<file path="src/rtl/uart_pkg.sv">
// uart_pkg: shared states and constants for the console UART transmitter
package uart_pkg;
    typedef enum logic [2:0] {IDLE, START, DATA, PARITY, STOP} state_t;
    localparam int UART_VALID_BIT = 8;
    localparam int DATA_BITS = 8;
endpackage

</file>
<file path="src/rtl/uart_tx_fifo_sync_fifo.sv">
// sync_fifo: single-clock FIFO with wrap-around pointers and a separate occupancy count
module sync_fifo #(
    parameter int DATA_W = 8,
    parameter int DEPTH = 16,
    parameter int AW = $clog2(DEPTH)
) (
    input  logic              clock,
    input  logic              reset,
    input  logic              push,
    input  logic              pop,
    input  logic [DATA_W-1:0] wdata,
    output logic [DATA_W-1:0] rdata,
    output logic              full,
    output logic              empty,
    output logic [AW:0]       count
);
    logic [DATA_W-1:0] mem [DEPTH];
    logic [AW-1:0] wptr, rptr;
    assign rdata = mem[rptr];
    assign full = count == (AW+1)'(DEPTH);
    assign empty = count == '0;
    // storage is not reset; only pointers and count define validity
    always_ff @(posedge clock) begin
        if (push) mem[wptr] <= wdata;
    end
    // pointers wrap naturally at DEPTH; count holds on simultaneous push and pop
    always_ff @(posedge clock) begin
        if (reset) begin
            wptr <= '0;
            rptr <= '0;
            count <= '0;
        end else begin
            if (push) wptr <= wptr + AW'(1);
            if (pop) rptr <= rptr + AW'(1);
            count <= (push && !pop) ? count + (AW+1)'(1) : (pop && !push) ? count - (AW+1)'(1) : count;
        end
    end
endmodule

</file>
<file path="src/rtl/uart_tx_fifo.sv">
// uart_tx_fifo: buffers console strobes and serialises them as 8N1; define UART_TX_PARITY_EN for an even parity bit
module uart_tx_fifo
    import uart_pkg::*;
#(
    parameter int CLKS_PER_BIT = 16,
    parameter int FIFO_DEPTH = 16,
    parameter int FIFO_AW = $clog2(FIFO_DEPTH)
) (
    input  logic               clock,
    input  logic               reset,
    input  logic [8:0]         uart_in,
    output logic               tx,
    output logic               busy,
    output logic               fifo_full,
    output logic               overflow,
    output logic [FIFO_AW:0]   fifo_count
);
    localparam int BW = $clog2(CLKS_PER_BIT);
    state_t state, state_n;
    logic [BW-1:0] baud, baud_n;
    logic [2:0] bit_idx, bit_n;
    logic [DATA_BITS-1:0] data_q, data_n, rdata;
    logic tx_n, tc, pop, push, empty;
    assign push = uart_in[UART_VALID_BIT] & (~fifo_full | pop);
    assign tc = baud == BW'(CLKS_PER_BIT - 1);
    assign busy = (state != IDLE) | (fifo_count != '0);
    sync_fifo #(.DATA_W(DATA_BITS), .DEPTH(FIFO_DEPTH), .AW(FIFO_AW)) u_fifo (
        .clock(clock),
        .reset(reset),
        .push(push),
        .pop(pop),
        .wdata(uart_in[DATA_BITS-1:0]),
        .rdata(rdata),
        .full(fifo_full),
        .empty(empty),
        .count(fifo_count)
    );
    // state, counters and the registered line; tx lags the state by one cycle
    always_ff @(posedge clock) begin
        if (reset) begin
            state <= IDLE;
            baud <= '0;
            bit_idx <= '0;
            data_q <= '0;
            tx <= 1'b1;
            overflow <= 1'b0;
        end else begin
            state <= state_n;
            baud <= baud_n;
            bit_idx <= bit_n;
            data_q <= data_n;
            tx <= tx_n;
            overflow <= overflow | (uart_in[UART_VALID_BIT] & fifo_full & ~pop);
        end
    end
    // next state, pop request and line level; transitions only on baud terminal count
    always_comb begin
        state_n = state;
        bit_n = bit_idx;
        data_n = data_q;
        pop = 1'b0;
        tx_n = 1'b1;
        baud_n = (state == IDLE || tc) ? '0 : baud + BW'(1);
        case (state)
            IDLE: begin
                if (!empty) begin
                    pop = 1'b1;
                    data_n = rdata;
                    state_n = START;
                end
            end
            START: begin
                tx_n = 1'b0;
                if (tc) begin
                    state_n = DATA;
                    bit_n = '0;
                end
            end
            DATA: begin
                tx_n = data_q[bit_idx];
                if (tc) begin
`ifdef UART_TX_PARITY_EN
                    state_n = (bit_idx == 3'(DATA_BITS - 1)) ? PARITY : DATA;
`else
                    state_n = (bit_idx == 3'(DATA_BITS - 1)) ? STOP : DATA;
`endif
                    bit_n = bit_idx + 3'd1;
                end
            end
`ifdef UART_TX_PARITY_EN
            PARITY: begin
                tx_n = ^data_q;
                if (tc) state_n = STOP;
            end
`endif
            STOP: begin
                if (tc) state_n = IDLE;
            end
            default: state_n = IDLE;
        endcase
    end
endmodule

</file>
<file path="config.mk">
export PLATFORM = sky130hd
export DESIGN_NAME = uart_tx_fifo
export DESIGN_NICKNAME = d
export VERILOG_FILES = /design/src/rtl/uart_pkg.sv /design/src/rtl/uart_tx_fifo_sync_fifo.sv /design/src/rtl/uart_tx_fifo.sv
export SDC_FILE = /design/constraint.sdc
export NUM_CORES = 1
export LEC_CHECK = 0
export ABC_AREA = 1
export BUFFER_PORTS_ARGS = -buffer_cell sky130_fd_sc_hd__buf_2
export CORE_MARGIN = 2
export CORE_UTILIZATION = 40
export DETAILED_ROUTE_END_ITERATION = 8
export PLACE_DENSITY = 0.54
export SLEW_MARGIN = 20
export SYNTH_ARGS = -nofsm -noshare
export SYNTH_HDL_FRONTEND = slang
export SYNTH_SLANG_ARGS = --single-unit
</file>
<file path="constraint.sdc">
create_clock -name clock -period 3.2 [get_ports clock]
set_clock_uncertainty 0.2 [all_clocks]
set_input_delay 0.16 -clock clock [delete_from_list [all_inputs] [get_ports clock]]
set_output_delay 0.16 -clock clock [all_outputs]
set_load 0.005 [all_outputs]
</file>
==> flow_summary.ini <==
[clock_tree]
htree_levels = 4
cts-buffers-inserted = 17
postCtsSetupBuffers = 0
clock_path_buffers = 2
clk_latency_ns = 0.42
clock_sinks = 161
clkTransAtPathRegs_ns = 0.06
cts_tree = done
root_buffer = clkbuf_16

[detailed_routing]
num_vias = 4993
drt_iter0_drc = 400
first_pass_iters = 6
wl_per_cell_um = 15.8
drt_wl_total_um = 15800
final_antenna_net_count = 0
route.detailed.drc = 0
viasPerCell = 4.98

[timing]
setup_viol = 0
tightest_slew_ns = 0.965
finalMaxSlewViolations = 0
final.setup.tns_ns = 0
hold_viol = 0
relSlewSlack = 0.353
fmaxAchievable_mhz = 374
period_minus_slack_ns = 2.67
rsz0062_at_grt = false
fin_crit_sh = 0.835

[global_route]
grt_pass1_wl_um = 24900
overflow = 0
grt_max_degree = 67
grt_usage = 0.181
grt_pass1_vias = 4803
antenna_found_initial = 0

[critical_path]
criticalPathCategory = reg -> reg
timing.rr.start = u_fifo.count[0]$_SDFFE_PP0P_
path_cells = nor2_1 -> nand3_1 -> nor2_2 -> nand2_1 -> nand2_2 -> inv_2 -> ha_1 -> inv_1 -> ha_1 -> a21oi_1 -> nand2_1 -> xor2_1 -> o21ai_0 -> inv_1
crit_start = u_fifo.count[0]$_SDFFE_PP0P_
cp_data_required_time_ns = 3.31
worstPathArrival_ns = 2.78
path_buf_inv = 3
cp-start-kind = register
crit_family = simple AND/OR/NAND/NOR gates
slowest_stage = dfxtp_1
end_kind = register
critPathMaxStageDelay_ns = 0.36
critPathMaxFanout = 9

[power_and_ir_drop]
peakVddDrop_uv = 413
pwr-share-clk = 0.321
comb_power_share = 0.280
p_seq_frac = 0.398
switchingPower_mw = 2.05
power.density_mw_per_mm2 = 769
p_total_mw = 6.22
internal_power_mw = 4.16
p_leak_nw = 3.39
switching_share = 0.330

[yosys]
synthArstFlopShare = 0
synth.area.top_cells = edfxtp_1 (54%), nand2_1 (12%), dfxtp_1 (9.3%)
netlist.area_leader.share = 0.539
yosys_warnings = 0
ys.flop_type = edfxtp_1
yosysMostFrequentCell = nand2_1
yosysSeqAreaShare = 0.632
synth_cell_types = 28
postSynthAreaPerCell_um2 = 9.63
synth_fp_nets = 764
synth-edff-count = 128
synthTopCellsByCount = nand2_1 (234), edfxtp_1 (128), nand3_1 (100)
syn-cell-area_mm2 = 0.00713
yosys.area.top_type = edfxtp_1
ys_ff_latch = 161
netlist_instances = 740

[die]
die_x_um = 137
rows = 48
io_pins = 20
start_util = 0.411
core_mm2 = 0.0174
die-area_mm2 = 0.0189
die_h_um = 137

[worst_hold_path]
hold_class = reg -> reg
min_from = baud[0]$_SDFF_PP0_

[place]
port_buffers = 19
placed_area_mm2 = 0.00739
gp_congestion = 0.914
dp_hpwl_um = 10400

[layout]
nFillCells = 1603
fin_nets = 789
fin_area_mm2 = 0.00808
fin_util = 0.466
area_delta_synth_final_pct = 13.4
drive_gt1_frac = 0.0811

[flow_run]
maxCapViolCount = 0

[run_status]
status = finished, final reports clean
-- metrics by stage --
stage,hold slack [ns],setup WS [ns],instances
floorplan,0.0589,0.767,740
global placement,0.225,0.615,960
detailed placement,0.257,0.539,960
CTS,0.00221,0.514,1001
global route,0.283,0.308,1002
finish,0.259,0.528,1003
-- worst register-to-register path, delay by kind of cell (launching register included) --
kind	cells	cell delay [ns]
simple gates	6	0.69
fa+ha+maj	2	0.54
flops	1	0.36
buf+inv	3	0.33
compound gates	2	0.30
xor+xnor	1	0.14
-- path summary, 6_finish.rpt --
path	to	slack [ns]	cells after the start
max	u_fifo.count[3]$_SDFFE_PP0P_	0.53	14
min	baud[0]$_SDFF_PP0_	0.26	1
min reg2reg	baud[0]$_SDFF_PP0_	0.26	1
max reg2reg	u_fifo.count[3]$_SDFFE_PP0P_	0.53	14
-- repair_timing --
| action | in CTS | in global routing |
|---|---|---|
| hold buffers | 10 | 1 |
| hold endpoints to repair | 108 | 6 |
| gates resized for setup | 0 | 0 |
-- cell type report --
cell class / count / area (µm²) / share of cell area
tap: 225 / 282 / 0.0348
clock inverter: 12 / 143 / 0.0176
sequential: 161 / 4510 / 0.558
timing repair buffer: 37 / 270 / 0.0334
clock buffer: 19 / 433 / 0.0536
antenna: 1 / 2.50 / 0.000310
inverter: 102 / 383 / 0.0474
multi-input combinational: 446 / 2060 / 0.255
-- flip-flops by register name, indices dropped and copies added, names as in the netlist, 3 cells and up --
| signal | count |
|---|---|
| u_fifo.mem | 128 |
| u_fifo.rptr | 4 |
| u_fifo.wptr | 4 |
| u_fifo.count | 5 |
| bit_idx | 3 |
| data_q | 8 |
| baud | 4 |
| state | 3 |
-- cell families (layout without fill, tap and decap cells) --
group,Yosys count,after routing,share of synthesized area
AOI/OAI and AO/OA,43,43,0.0320
buffers and inverters,133,170,0.0783
other,0,1,0
xor gates and xnor gates,9,9,0.0111
DFF,161,161,0.632
adders and majority gates,13,13,0.0239
and+or+nand+nor,381,381,0.223
-- placed cells by master, fill, tap and decap left out --
| master | n |
|---|---|
| a21oi_1 | 25 |
| a31oi_1 | 2 |
| buf_12 | 1 |
| buf_2 | 19 |
| buf_4 | 6 |
| bufinv_16 | 3 |
| clkbuf_1 | 2 |
| clkbuf_16 | 17 |
| clkinv_1 | 5 |
| clkinv_2 | 2 |
| clkinvlp_2 | 1 |
| clkinvlp_4 | 4 |
| dfxtp_1 | 32 |
| dfxtp_2 | 1 |
| diode_2 | 1 |
| dlygate4sd3_1 | 11 |
| edfxtp_1 | 128 |
| fa_1 | 1 |
| ha_1 | 12 |
| inv_1 | 97 |
| inv_2 | 2 |
| nand2_1 | 234 |
| nand2_2 | 4 |
| nand3_1 | 100 |
| nand3b_1 | 1 |
| nand4_1 | 1 |
| nor2_1 | 35 |
| nor2_2 | 1 |
| nor3_1 | 3 |
| nor3_2 | 1 |
| o211ai_1 | 3 |
| o21ai_0 | 12 |
| o21bai_1 | 1 |
| or2_2 | 1 |
| xnor2_1 | 2 |
| xor2_1 | 7 |
-- routing by layer --
| metal | track usage | up-vias | wire length (µm) |
|---|---|---|---|
| met5 | 0 | - | 0 |
| met4 | 0.0722 | 0 | 294 |
| met3 | 0.0386 | 24 | 607 |
| met2 | 0.304 | 104 | 7930 |
| met1 | 0.227 | 2408 | 7000 |
| li1 | - | 2457 | - |
-- power by group through the flow --
stage	combinational [mW]	clock, mW	sequential (mW)
after global routing	1.98	2.12	2.49
after detailed placement	1.73	0	2.52
after CTS	1.75	2.03	2.48
after global placement	1.72	0	2.51
final	1.74	2.00	2.47
after floorplan	1.32	0	2.51
(Power assumes the default switching activity.)
